--- src/rtl/qe_m_feeder.sv ---
// Operand sequencer feeding the QE_M input bus: buffers upstream commands in a FIFO and frames MAC bursts.
// Optional: define QE_FEED_TIMEOUT_EN to auto-close a MAC burst left idle for TIMEOUT cycles.
module qe_m_feeder #(
    parameter int DEPTH   = 8,
    parameter int LVL_W   = 4,
    parameter int TIMEOUT = 16
) (
    input  logic             clk,
    input  logic             reset,
    input  logic             cmd_valid,
    output logic             cmd_ready,
    input  logic             cmd_mode,
    input  logic             cmd_last,
    input  logic [7:0]       cmd_a,
    input  logic [7:0]       cmd_b,
    input  logic [7:0]       cmd_c,
    input  logic [7:0]       cmd_x,
    input  logic             feed_en,
    output logic             qe_valid_in,
    output logic             qe_last_input,
    output logic             qe_mode,
    output logic [7:0]       qe_a,
    output logic [7:0]       qe_b,
    output logic [7:0]       qe_c,
    output logic [7:0]       qe_x,
    output logic             busy,
    output logic             proto_err,
    output logic [LVL_W-1:0] fifo_level
);

    localparam int IDX_W = LVL_W - 1;

    typedef struct packed {
        logic       mode;
        logic       last;
        logic [7:0] a;
        logic [7:0] b;
        logic [7:0] c;
        logic [7:0] x;
    } cmd_t;

    typedef enum logic {
        IDLE,
        MAC_OPEN
    } state_t;

    if (DEPTH < 2 || (DEPTH & (DEPTH - 1)) != 0) begin : g_bad_depth
        $error("qe_m_feeder: DEPTH must be a power of 2 and at least 2");
    end
    if ((1 << (LVL_W - 1)) != DEPTH) begin : g_bad_lvl_w
        $error("qe_m_feeder: LVL_W must equal log2(DEPTH)+1");
    end
    if (TIMEOUT < 1) begin : g_bad_timeout
        $error("qe_m_feeder: TIMEOUT must be at least 1");
    end

    // ------------------------------------------------------------------
    // Command FIFO: pointers carry one extra wrap bit so level = wr - rd.
    // ------------------------------------------------------------------
    cmd_t             mem [DEPTH];
    logic [LVL_W-1:0] wr_ptr;
    logic [LVL_W-1:0] rd_ptr;
    logic [LVL_W-1:0] level;
    logic             full;
    logic             empty;
    logic             ready_q;
    logic             push;
    logic             do_pop;
    cmd_t             head;
    cmd_t             cmd_in;

    assign level      = wr_ptr - rd_ptr;
    assign full       = (level == LVL_W'(DEPTH));
    assign empty      = (level == '0);
    assign cmd_ready  = ready_q && !full;
    assign push       = cmd_valid && cmd_ready;
    assign head       = mem[rd_ptr[IDX_W-1:0]];
    assign fifo_level = level;

    assign cmd_in = '{mode: cmd_mode, last: cmd_last,
                      a: cmd_a, b: cmd_b, c: cmd_c, x: cmd_x};

    // ready_q holds cmd_ready low while reset is asserted and releases it on the first edge after.
    always_ff @(posedge clk or negedge reset) begin
        if (!reset) begin
            ready_q <= 1'b0;
            wr_ptr  <= '0;
            rd_ptr  <= '0;
        end else begin
            ready_q <= 1'b1;
            if (push)   wr_ptr <= wr_ptr + 1'b1;
            if (do_pop) rd_ptr <= rd_ptr + 1'b1;
        end
    end

    // NOTE: storage array is deliberately not reset; emptiness is tracked solely by the pointers.
    always_ff @(posedge clk) begin
        if (push) mem[wr_ptr[IDX_W-1:0]] <= cmd_in;
    end

    // ------------------------------------------------------------------
    // Burst FSM
    // ------------------------------------------------------------------
    state_t state;
    state_t nxt_state;
    logic   do_close;
    logic   proto_set;

`ifdef QE_FEED_TIMEOUT_EN
    localparam int CNT_W = $clog2(TIMEOUT + 1);
    logic [CNT_W-1:0] idle_cnt;
    logic             timeout_hit;

    assign timeout_hit = (idle_cnt >= CNT_W'(TIMEOUT));

    always_ff @(posedge clk or negedge reset) begin
        if (!reset) begin
            idle_cnt <= '0;
        end else if (state != MAC_OPEN || do_pop || do_close) begin
            idle_cnt <= '0;
        end else if (!timeout_hit) begin
            idle_cnt <= idle_cnt + 1'b1;
        end
    end
`else
    logic timeout_hit;
    assign timeout_hit = 1'b0;
`endif

    always_ff @(posedge clk or negedge reset) begin
        if (!reset) state <= IDLE;
        else        state <= nxt_state;
    end

    always_comb begin
        nxt_state = state;
        case (state)
            IDLE:     if (do_pop && head.mode && !head.last) nxt_state = MAC_OPEN;
            MAC_OPEN: if (do_close || (do_pop && head.last)) nxt_state = IDLE;
            default:  nxt_state = IDLE;
        endcase
    end

    // ------------------------------------------------------------------
    // Issue decision and next bus values
    // ------------------------------------------------------------------
    logic       nxt_valid;
    logic       nxt_last;
    logic       nxt_mode;
    logic [7:0] nxt_a;
    logic [7:0] nxt_b;
    logic [7:0] nxt_c;
    logic [7:0] nxt_x;

    // NOTE: every signal gets a default at the top so no path leaves one unassigned (no latches).
    always_comb begin
        do_pop    = 1'b0;
        do_close  = 1'b0;
        proto_set = 1'b0;
        nxt_valid = 1'b0;
        nxt_last  = 1'b0;
        nxt_mode  = qe_mode;
        nxt_a     = '0;
        nxt_b     = '0;
        nxt_c     = '0;
        nxt_x     = '0;

        if (feed_en && !empty) begin
            // A polynomial entry cannot enter an open burst: close it first, keep the entry queued.
            if (state == MAC_OPEN && !head.mode) begin
                do_close  = 1'b1;
                proto_set = 1'b1;
            end else begin
                do_pop = 1'b1;
            end
        end else if (feed_en && state == MAC_OPEN && timeout_hit) begin
            do_close = 1'b1;
        end

        if (do_pop) begin
            nxt_valid = 1'b1;
            nxt_last  = head.mode & head.last;
            nxt_mode  = head.mode;
            nxt_a     = head.a;
            nxt_b     = head.b;
            nxt_c     = head.c;
            nxt_x     = head.x;
        end else if (do_close) begin
            nxt_valid = 1'b1;
            nxt_last  = 1'b1;
            nxt_mode  = 1'b1;
        end
    end

    // NOTE: registered state is updated with non-blocking assignments only.
    always_ff @(posedge clk or negedge reset) begin
        if (!reset) begin
            qe_valid_in   <= 1'b0;
            qe_last_input <= 1'b0;
            qe_mode       <= 1'b0;
            qe_a          <= '0;
            qe_b          <= '0;
            qe_c          <= '0;
            qe_x          <= '0;
            proto_err     <= 1'b0;
        end else begin
            qe_valid_in   <= nxt_valid;
            qe_last_input <= nxt_last;
            qe_mode       <= nxt_mode;
            qe_a          <= nxt_a;
            qe_b          <= nxt_b;
            qe_c          <= nxt_c;
            qe_x          <= nxt_x;
            if (proto_set) proto_err <= 1'b1;
        end
    end

    assign busy = !empty || (state == MAC_OPEN);

endmodule

--- config.mk ---
export PLATFORM = sky130hd
export DESIGN_NAME = qe_m_feeder
export DESIGN_NICKNAME = d
export VERILOG_FILES = /design/src/rtl/qe_m_feeder.sv
export SDC_FILE = /design/constraint.sdc
export NUM_CORES = 1
export LEC_CHECK = 0
export BUFFER_PORTS_ARGS = -buffer_cell sky130_fd_sc_hd__buf_2
export CAP_MARGIN = 20
export CORE_MARGIN = 2
export CORE_UTILIZATION = 60
export DETAILED_ROUTE_END_ITERATION = 6
export PLACE_DENSITY = 0.79
export SYNTH_ARGS = -nofsm -noshare
export SYNTH_HDL_FRONTEND = slang
export SYNTH_SLANG_ARGS = --single-unit
export TNS_END_PERCENT = 100
--- constraint.sdc ---
create_clock -name clk -period 11.4 [get_ports clk]
set_clock_uncertainty 0.15 [all_clocks]
set_input_delay 0.57 -clock clk [delete_from_list [all_inputs] [get_ports clk]]
set_output_delay 0.57 -clock clk [all_outputs]
set_load 0.02 [all_outputs]
==> results of run 1 <==
[power by group through the flow]
| stage | Combinational (mW) | Sequential, mW | Clock (mW) |
|---|---|---|---|
| after floorplan | 0.754 | 1.53 | 0 |
| after global placement | 0.960 | 1.54 | 0 |
| after detailed placement | 0.986 | 1.55 | 0 |
| after CTS | 0.999 | 1.53 | 1.02 |
| after global routing | 1.07 | 1.55 | 1.06 |
| final | 0.986 | 1.53 | 1.00 |
[kinds of logic after synthesis]
logic type / synth area share (%)
flops: 77.6
simple gates: 3.74
mux: 12.7
compound gates: 3.11
buf+inv: 1.54
xor+xnor: 0.656
fa+ha+maj: 0.687
other cells: 0.0312
[metrics by stage]
| stage | util, % | hold WS, ns | cell area [µm²] | instances |
|---|---|---|---|---|
| after detailed placement | 65.0 | 0.342 | 12700 | 908 |
| after CTS | 70.2 | 0.0325 | 13700 | 964 |
| after global routing | 70.2 | 0.0610 | 13700 | 964 |
| after global placement | 65.0 | 0.307 | 12700 | 908 |
| after floorplan | - | 0.124 | 12000 | 577 |
| final | 70.2 | 0.0183 | 13700 | 964 |
[routing by layer]
layer | up-vias | share of wire, %
li1 | 2504 | -
met4 | 2 | 1.6
met1 | 3031 | 40
met3 | 30 | 6.0
met2 | 196 | 52
met5 | - | 0.071
[cells in the mapped netlist, types with 2 or more instances]
cell type and count:
mux2_2 2, mux4_2 66, clkbuf_1 10, inv_1 4, nor2b_1 3, buf_1 3
dfrtp_1 46, a2111oi_1 3, buf_6 5, nand2_1 67, nor3_1 3, and3_1 5
nor4_1 3, buf_2 4, ha_1 5, buf_4 5, xnor2_1 5, nand3_1 2
a21oi_2 21, xor2_1 4, nor2_1 3, a21oi_1 14, edfxtp_1 272, nor4b_1 2
[worst reg2reg max path: cells and delay by family, from the launching register on]
family | cells | cell delay, ns
flops | 1 | 0.34
fa+ha+maj | 1 | 0.50
compound gates | 1 | 0.55
xor+xnor | 1 | 0.18
simple gates | 3 | 1.05
buf+inv | 2 | 1.08
[cell usage in the layout, fill, tap and decap left out, types with 6 or more instances in the layout]
master and count:
a21oi_1 14, buf_2 79, buf_4 14, mux4_2 66, nand2_1 67, clkinv_1 8
clkbuf_16 31, a21oi_2 21, dfrtp_1 43, edfxtp_1 272, clkbuf_1 6
[path summary, 6_finish.rpt]
kind                                start         end  slack, ns
worst max-delay path            rd_ptr[1]  mem[4][21]       7.15
worst min-delay path                reset     qe_a[1]       0.02
max in group asynchronous           reset   rd_ptr[0]      10.53
worst max register to register  rd_ptr[1]  mem[4][21]       7.15
worst min register to register  proto_err   proto_err       0.34
min in group clk                 cmd_b[5]  mem[3][21]       0.15
[state kept, by name (all words and copies together), names as in the netlist]
name and cells:
mem 272, qe_a 8, qe_b 8, qe_c 8
qe_x 8, rd_ptr 4, wr_ptr 4, proto_err 1
qe_last_input 1, qe_mode 1, qe_valid_in 1, ready_q 1
state 1
[area by class of cell]
class	count	area, µm²	share of cell area [%]
Clock buffer	40	840	6.11
Clock inverter	16	176	1.28
Inverter	6	22.5	0.164
Multi-Input combinational cell	226	2550	18.6
Sequential cell	318	9330	67.8
Tap cell	265	332	2.41
Timing Repair Buffer	93	500	3.64
==> impl_summary.md, run 1 <==
Outcome
The flow ran to the end, and the final reports show no timing, DRC or antenna violations.

Drt
The number of vias in the routed layout is 5,763. The pre-antenna-repair detailed-routing pass consisted of 5 iterations. Dividing the detail-routed via count by the number of cells gives 5.98. The number of antenna-violating nets in the routed design is 0. The DRC violation count after routing is 0. Summed over all layers, the routed wires come to 22,400 µm.

The violation count after the first detailed-routing iteration is 662. In the final routed layout, each cell accounts on average for 23.3 µm.

Timing
The worst path uses 37.3% of the clock period. Setup violations remaining at the end of the flow were counted as 0. In the post-route analysis, the smallest setup slack over all paths is 7.15 ns.

The count of pins over their slew limit was 0. Setup repair after global routing left no endpoint under its margin. The worst path needs 4.25 ns of the cycle, external delays included. The slew at the pin closest to its max-slew limit is 1.03 ns. For the final routed database, the setup TNS stands at 0 ns. The worst pin sits at a relative slew slack of 31.2%. The final number of hold-violating endpoints came to 0.

The fmax is 235 MHz.

Logic synthesis
The biggest area contributor in the post-synthesis netlist is edfxtp_1. The total nets after synthesis is 621. The count of cell types in the netlist is 44. Synthesis inferred 318 register bits. The count of flip-flops with a built-in enable after synthesis is 272. The share of synthesized flip-flops with an asynchronous set or reset is 14.5%. The share of the synthesized area in the top cell type is 68.0%. In the synthesized netlist, the number of instances is 577. The mapped netlist covers 12,000 µm². For this run, the register share of the synthesized area comes to 77.6%. Yosys printed 0 warnings. By area the synthesized netlist is led by edfxtp_1 (68%), mux4_2 (12%), dfrtp_1 (9.6%). Among all flip-flop cells after synthesis, the most frequent one is edfxtp_1. In this run the mean area of a mapped cell was 20.8 µm².

Die
The die footprint is 21,200 µm². After floorplanning, the core was sized to cover 19,600 µm². The die span in y is 146 µm. The floorplan has 51 rows.

For this configuration, the core starts out at a cell density of 61.3%. The die extent in x is 146 µm. During I/O placement, the number of pins put on the boundary was 80.

Critical path
The endpoint class of the critical path is a flip-flop. The data arrival at the endpoint of the critical path is 4.26 ns. On the critical path, the stage with the largest delay is an instance of buf_4. Counting buffers and inverters, the worst setup path is 8 cells deep. On the worst path, the slowest cell contributes a delay of 0.76 ns. For the worst setup path, the data required time is 11.41 ns. Along the worst path, the maximum fanout reaches 72. The critical path launch point type is a flip-flop. The startpoint-to-endpoint class of the critical path is reg -> reg.

The depth of the most critical reg-to-reg path is 8. The kind of cell with the highest combined delay on the critical path is buffers and inverters. Together, buffers and inverters on the worst path number 2. Walking the worst path, the cells encountered are buf_4, inv_1, fa_1, xor2_1, or3_4, o311ai_4, nor2_1, and3_2.

Global routing
For this run, global-route usage on met3 was measured as 3.82%. The first global-routing pass estimated 35,500 µm of wire. The met2 demand-to-capacity share in global routing is 37.6%. The met1 track utilization from global routing is 30.0%. The via count of the first global-routing pass is 6,137. The layer carrying the most global-route usage is met2. The global-route usage over all layers is 22.0%. Summed over all layers, the global routing overflow is 0.

The initial antenna violation count came to 1. The maximum number of pins on one net before global-route repair is 73.

Placed design
Prior to clock tree synthesis, the placed netlist has a worst setup slack of 7.13 ns. The congestion estimate from routability-driven global placement came to 0.729. During placement, the flow inserted port buffers numbering 79. The half-perimeter wire length after placement is 12,400 µm.

Clock tree
Post-CTS repair changed the size of 0 cells. The number of setup buffers added after CTS is 0. The number of clock sinks seen by CTS is 318. The CTS buffer count is 30. In this run the number of H-tree levels came out at 1. The TritonCTS clock tree is done. In this run the clock root is driven by a clkbuf_16. The clock tree buffer depth is 3. The count of hold-fix buffers inserted at cts is 0.

For the worst-skew pair, the clock arrives at the later sink with an insertion delay of 0.54 ns. The clock slew at the register clock pins of the worst setup and hold paths is 0.06 ns.

Power and ir drop
The internal portion of the total power is 2.44 mW. The switching part of the total is 30.6%. The total net switching power is 1.08 mW.

For this design the static power due to leakage is 4.79 nW. Power spread over the standard cell area amounts to 256 nW/µm². The share of total power dissipated in the clock network is 28.5%. The maximum ir drop on the vdd rail is 0.137 mV.

The proportion of power drawn by combinational gates is 28.0%. Total power for the finished layout comes to 3.52 mW. The portion of total power attributed to sequential cells is 43.4%.

Final layout
The number of nets in the layout is 719. The antenna diode count is 0. From synthesis to final layout, the design area changed by 14.4%.

The post-route netlist has 35.2% of its cells at a drive strength greater than 1. The count of filler cells inserted in the layout is 1,147.

Min path
The class of the most critical hold timing path is in -> async.

Flow run
Max-cap violations in this run came to 0.
(Power assumes the default switching activity.)
==> run 2: changes to the inputs <==
==> constraint.sdc (replaced) <==
create_clock -name clk -period 4.4 [get_ports clk]
set_clock_uncertainty 0.15 [all_clocks]
set_input_delay 0.22 -clock clk [delete_from_list [all_inputs] [get_ports clk]]
set_output_delay 0.22 -clock clk [all_outputs]
set_load 0.02 [all_outputs]
==> impl_summary.md, run 2 (synthesis gave the netlist of run 1 again) <==
Timing
The share of the cycle needed by the critical path after routing is 93.1%. The number of setup violations in the final report is 0. The minimum clock period is 4.10 ns. The final number of hold-violating endpoints was 0. The fmax is 244 MHz. Across all setup checks in the final design, the least slack found is 0.304 ns. The slew at the pin closest to its max-slew limit is 1.07 ns. The worst slew margin relative to its limit is 28.1%. Setup repair after global routing left no endpoint under its margin. The count of pins over their slew limit is 0.

Power and ir drop
Combinational cells account for 30.8% of the total power. The internal power contribution is 6.33 mW. The analysis attributes to net switching a power of 2.97 mW.

The maximum ir drop on the vdd rail is 0.407 mV. The switching part of the total is 31.9%. The sum of internal, switching and leakage power is 9.30 mW. Summed over all cells, the static leakage comes to 4.98 nW. The clock network is responsible for 27.8% of the overall power.

The portion of total power attributed to sequential cells is 41.4%. Power spread over the standard cell area amounts to 655 nW/µm².

Final layout
Cells with a size suffix above 1 make up 34.1% of the layout. In the layout the commonest cells are edfxtp_1 (272), buf_2 (79), nand2_1 (67). After the last flow step, the layout net total stands at 760. After the flow finishes, the layout carries non-filler instances totaling 1,005.

The area growth from synthesis to final layout is 18.1%. The summed area of non-filler cells in the final layout is 14,200 µm². The count of filler cells inserted in the layout is 1,084.

The register with the most flip-flops in the layout has 272 of them. Leaving out fill and tap cells, the most frequent cell in the layout is edfxtp_1.

Clock tree
Clock tree synthesis found a total of 318 sinks. TritonCTS created 30 clock buffers. The clock tree buffer depth is 3. TritonCTS built the clock tree. The buffer count from post-CTS setup fixing is 0. The cell at the root of the clock tree is clkbuf_16. The H-tree depth is 1. The later pin in the worst-skew pair is clocked with a latency of 0.56 ns. The clock slew at the register clock pins of the worst setup and hold paths is 0.06 ns.

Flow run
The number of maximum-capacitance constraint violations is 0.

Critical path
STA classifies the critical path startpoint as a flip-flop. The buffering stage count on the worst path with inverters included is 4. In this run the critical register-to-register path is launched from wr_ptr[0]. At the worst endpoint, the arrival time is 4.17 ns. The start point of the critical path is wr_ptr[0].

For flop-to-flop paths, the worst setup slack is 0.30 ns. In this design, the largest share of critical-path delay is due to simple AND/OR/NAND/NOR gates. At the worst endpoint, the required time is 4.47 ns. Along the worst path, the maximum fanout reaches 18. The worst setup path is of the reg -> reg kind. The endpoint class of the critical path is a flip-flop. On the worst path, the slowest cell contributes a delay of 0.86 ns. The depth of the most critical reg-to-reg path is 10. Traced cell by cell, the critical path runs through inv_1, ha_1, inv_1, fa_1, xor2_1, or3_4, o311ai_4, buf_4, nor3_4, buf_4.

The capture point of the worst reg-to-reg path is mem[7][6]. Among all stages on the critical path, the largest delay is contributed by nor3_4.

Drt
After detailed routing, the number of remaining DRC violations is 0. In the final routed layout, each cell accounts on average for 25.2 µm. In the routed layout, each cell is associated on average with a via count of 6.02.

The detailed router finished its first iteration with 657 violations. The number of vias in the routed layout is 6,055. The routed design has 25,300 µm of wire. The number of antenna-violating nets in the routed design is 0. The iteration count of the initial detailed-routing pass is 5.

Global routing
The initial antenna violation count is 1. The first-pass GRT wire length is 38,500 µm. Entering global routing, the biggest net connects 72 pins. For this run, the total global-route usage over all layers was measured as 24.0%. The via count of the first global-routing pass is 6,550. The residual overflow from global routing is 0.

Die
Once the floorplan was initialized, standard cells occupied 61.3% of the core. The die covers 21,200 µm². The number of top-level pins is 80.

The die extent in x is 146 µm. The core region area is 19,600 µm². The die span in y is 146 µm.

The number of rows created at floorplan is 51.

Placed design
The placement-stage cell area is 12,800 µm². The pre-CTS setup slack is 0.340 ns. The quantity of I/O buffers inserted on ports is 79.

After legalization and detailed placement, the total HPWL measured 12,900 µm. The congestion estimate from routability-driven global placement came to 0.795. The total instance count after detailed placement is 909.

Outcome
The run finished with clean final reports.

Min path
The worst hold path belongs to the class in -> async.
==> run 2: cell type report <==
class | instances | area [µm²] | share of cell area, %
clock inverters | 14 | 154 | 1.08
diodes | 1 | 2.50 | 0.0176
flip-flops and latches | 318 | 9320 | 65.7
inverters | 6 | 22.5 | 0.159
clock buffers | 41 | 833 | 5.87
multi-input cells | 226 | 2600 | 18.3
well taps | 265 | 332 | 2.34
repair buffers | 134 | 928 | 6.54
==> run 2: power by group through the flow <==
stage	Clock, mW	Sequential [mW]	Combinational (mW)
after floorplan	0	3.97	1.97
after global placement	0	3.87	2.70
after detailed placement	0	3.89	2.76
after CTS	2.59	3.84	2.81
after global routing	2.75	3.87	3.06
final	2.59	3.85	2.86
==> run 2: how the worst max path moves through the flow <==
stage	to	slack [ns]	cells after the start
after floorplan	mem[2][0]	-0.19	8
after global placement	mem[7][1]	0.53	10
after detailed placement	mem[7][32]	0.34	10
after CTS	mem[7][0]	0.30	10
after global routing	mem[7][0]	0.11	10
final	mem[7][6]	0.30	10
==> run 2: per-stage QoR <==
step	util [%]	TNS [ns]	hold WS, ns
4_1_cts	72.2	0	0.190
2_1_floorplan	-	-22.20	-0.226
5_1_grt	72.5	0	0.246
3_5_place_dp	65.3	0	0.234
6_report	72.5	0	0.173
3_3_place_gp	65.3	0	0.223
==> run 2: repair_timing <==
item / CTS / global route
resized for setup: 0 / 0
hold buffers: 37 / 0
endpoints found under the hold margin: 323 / 0
==> run 2: worst register-to-register path, cell delays in order (launching register included) <==
cell	delay [ns]
dfrtp_1	0.53
inv_1	0.32
ha_1	0.24
inv_1	0.06
fa_1	0.38
xor2_1	0.20
or3_4	0.20
o311ai_4	0.15
buf_4	0.24
nor3_4	0.86
buf_4	0.44
==> run 2: metal layers <==
| layer | part of all wire (%) | routed length (µm) | track usage (%) | vias up |
|---|---|---|---|---|
| met3 | 7.1 | 1800 | 4.58 | 39 |
| met5 | 0 | 0 | 0 | - |
| li1 | - | - | - | 2572 |
| met4 | 1.6 | 412 | 7.35 | 0 |
| met2 | 51 | 12800 | 39.6 | 284 |
| met1 | 41 | 10300 | 33.2 | 3160 |
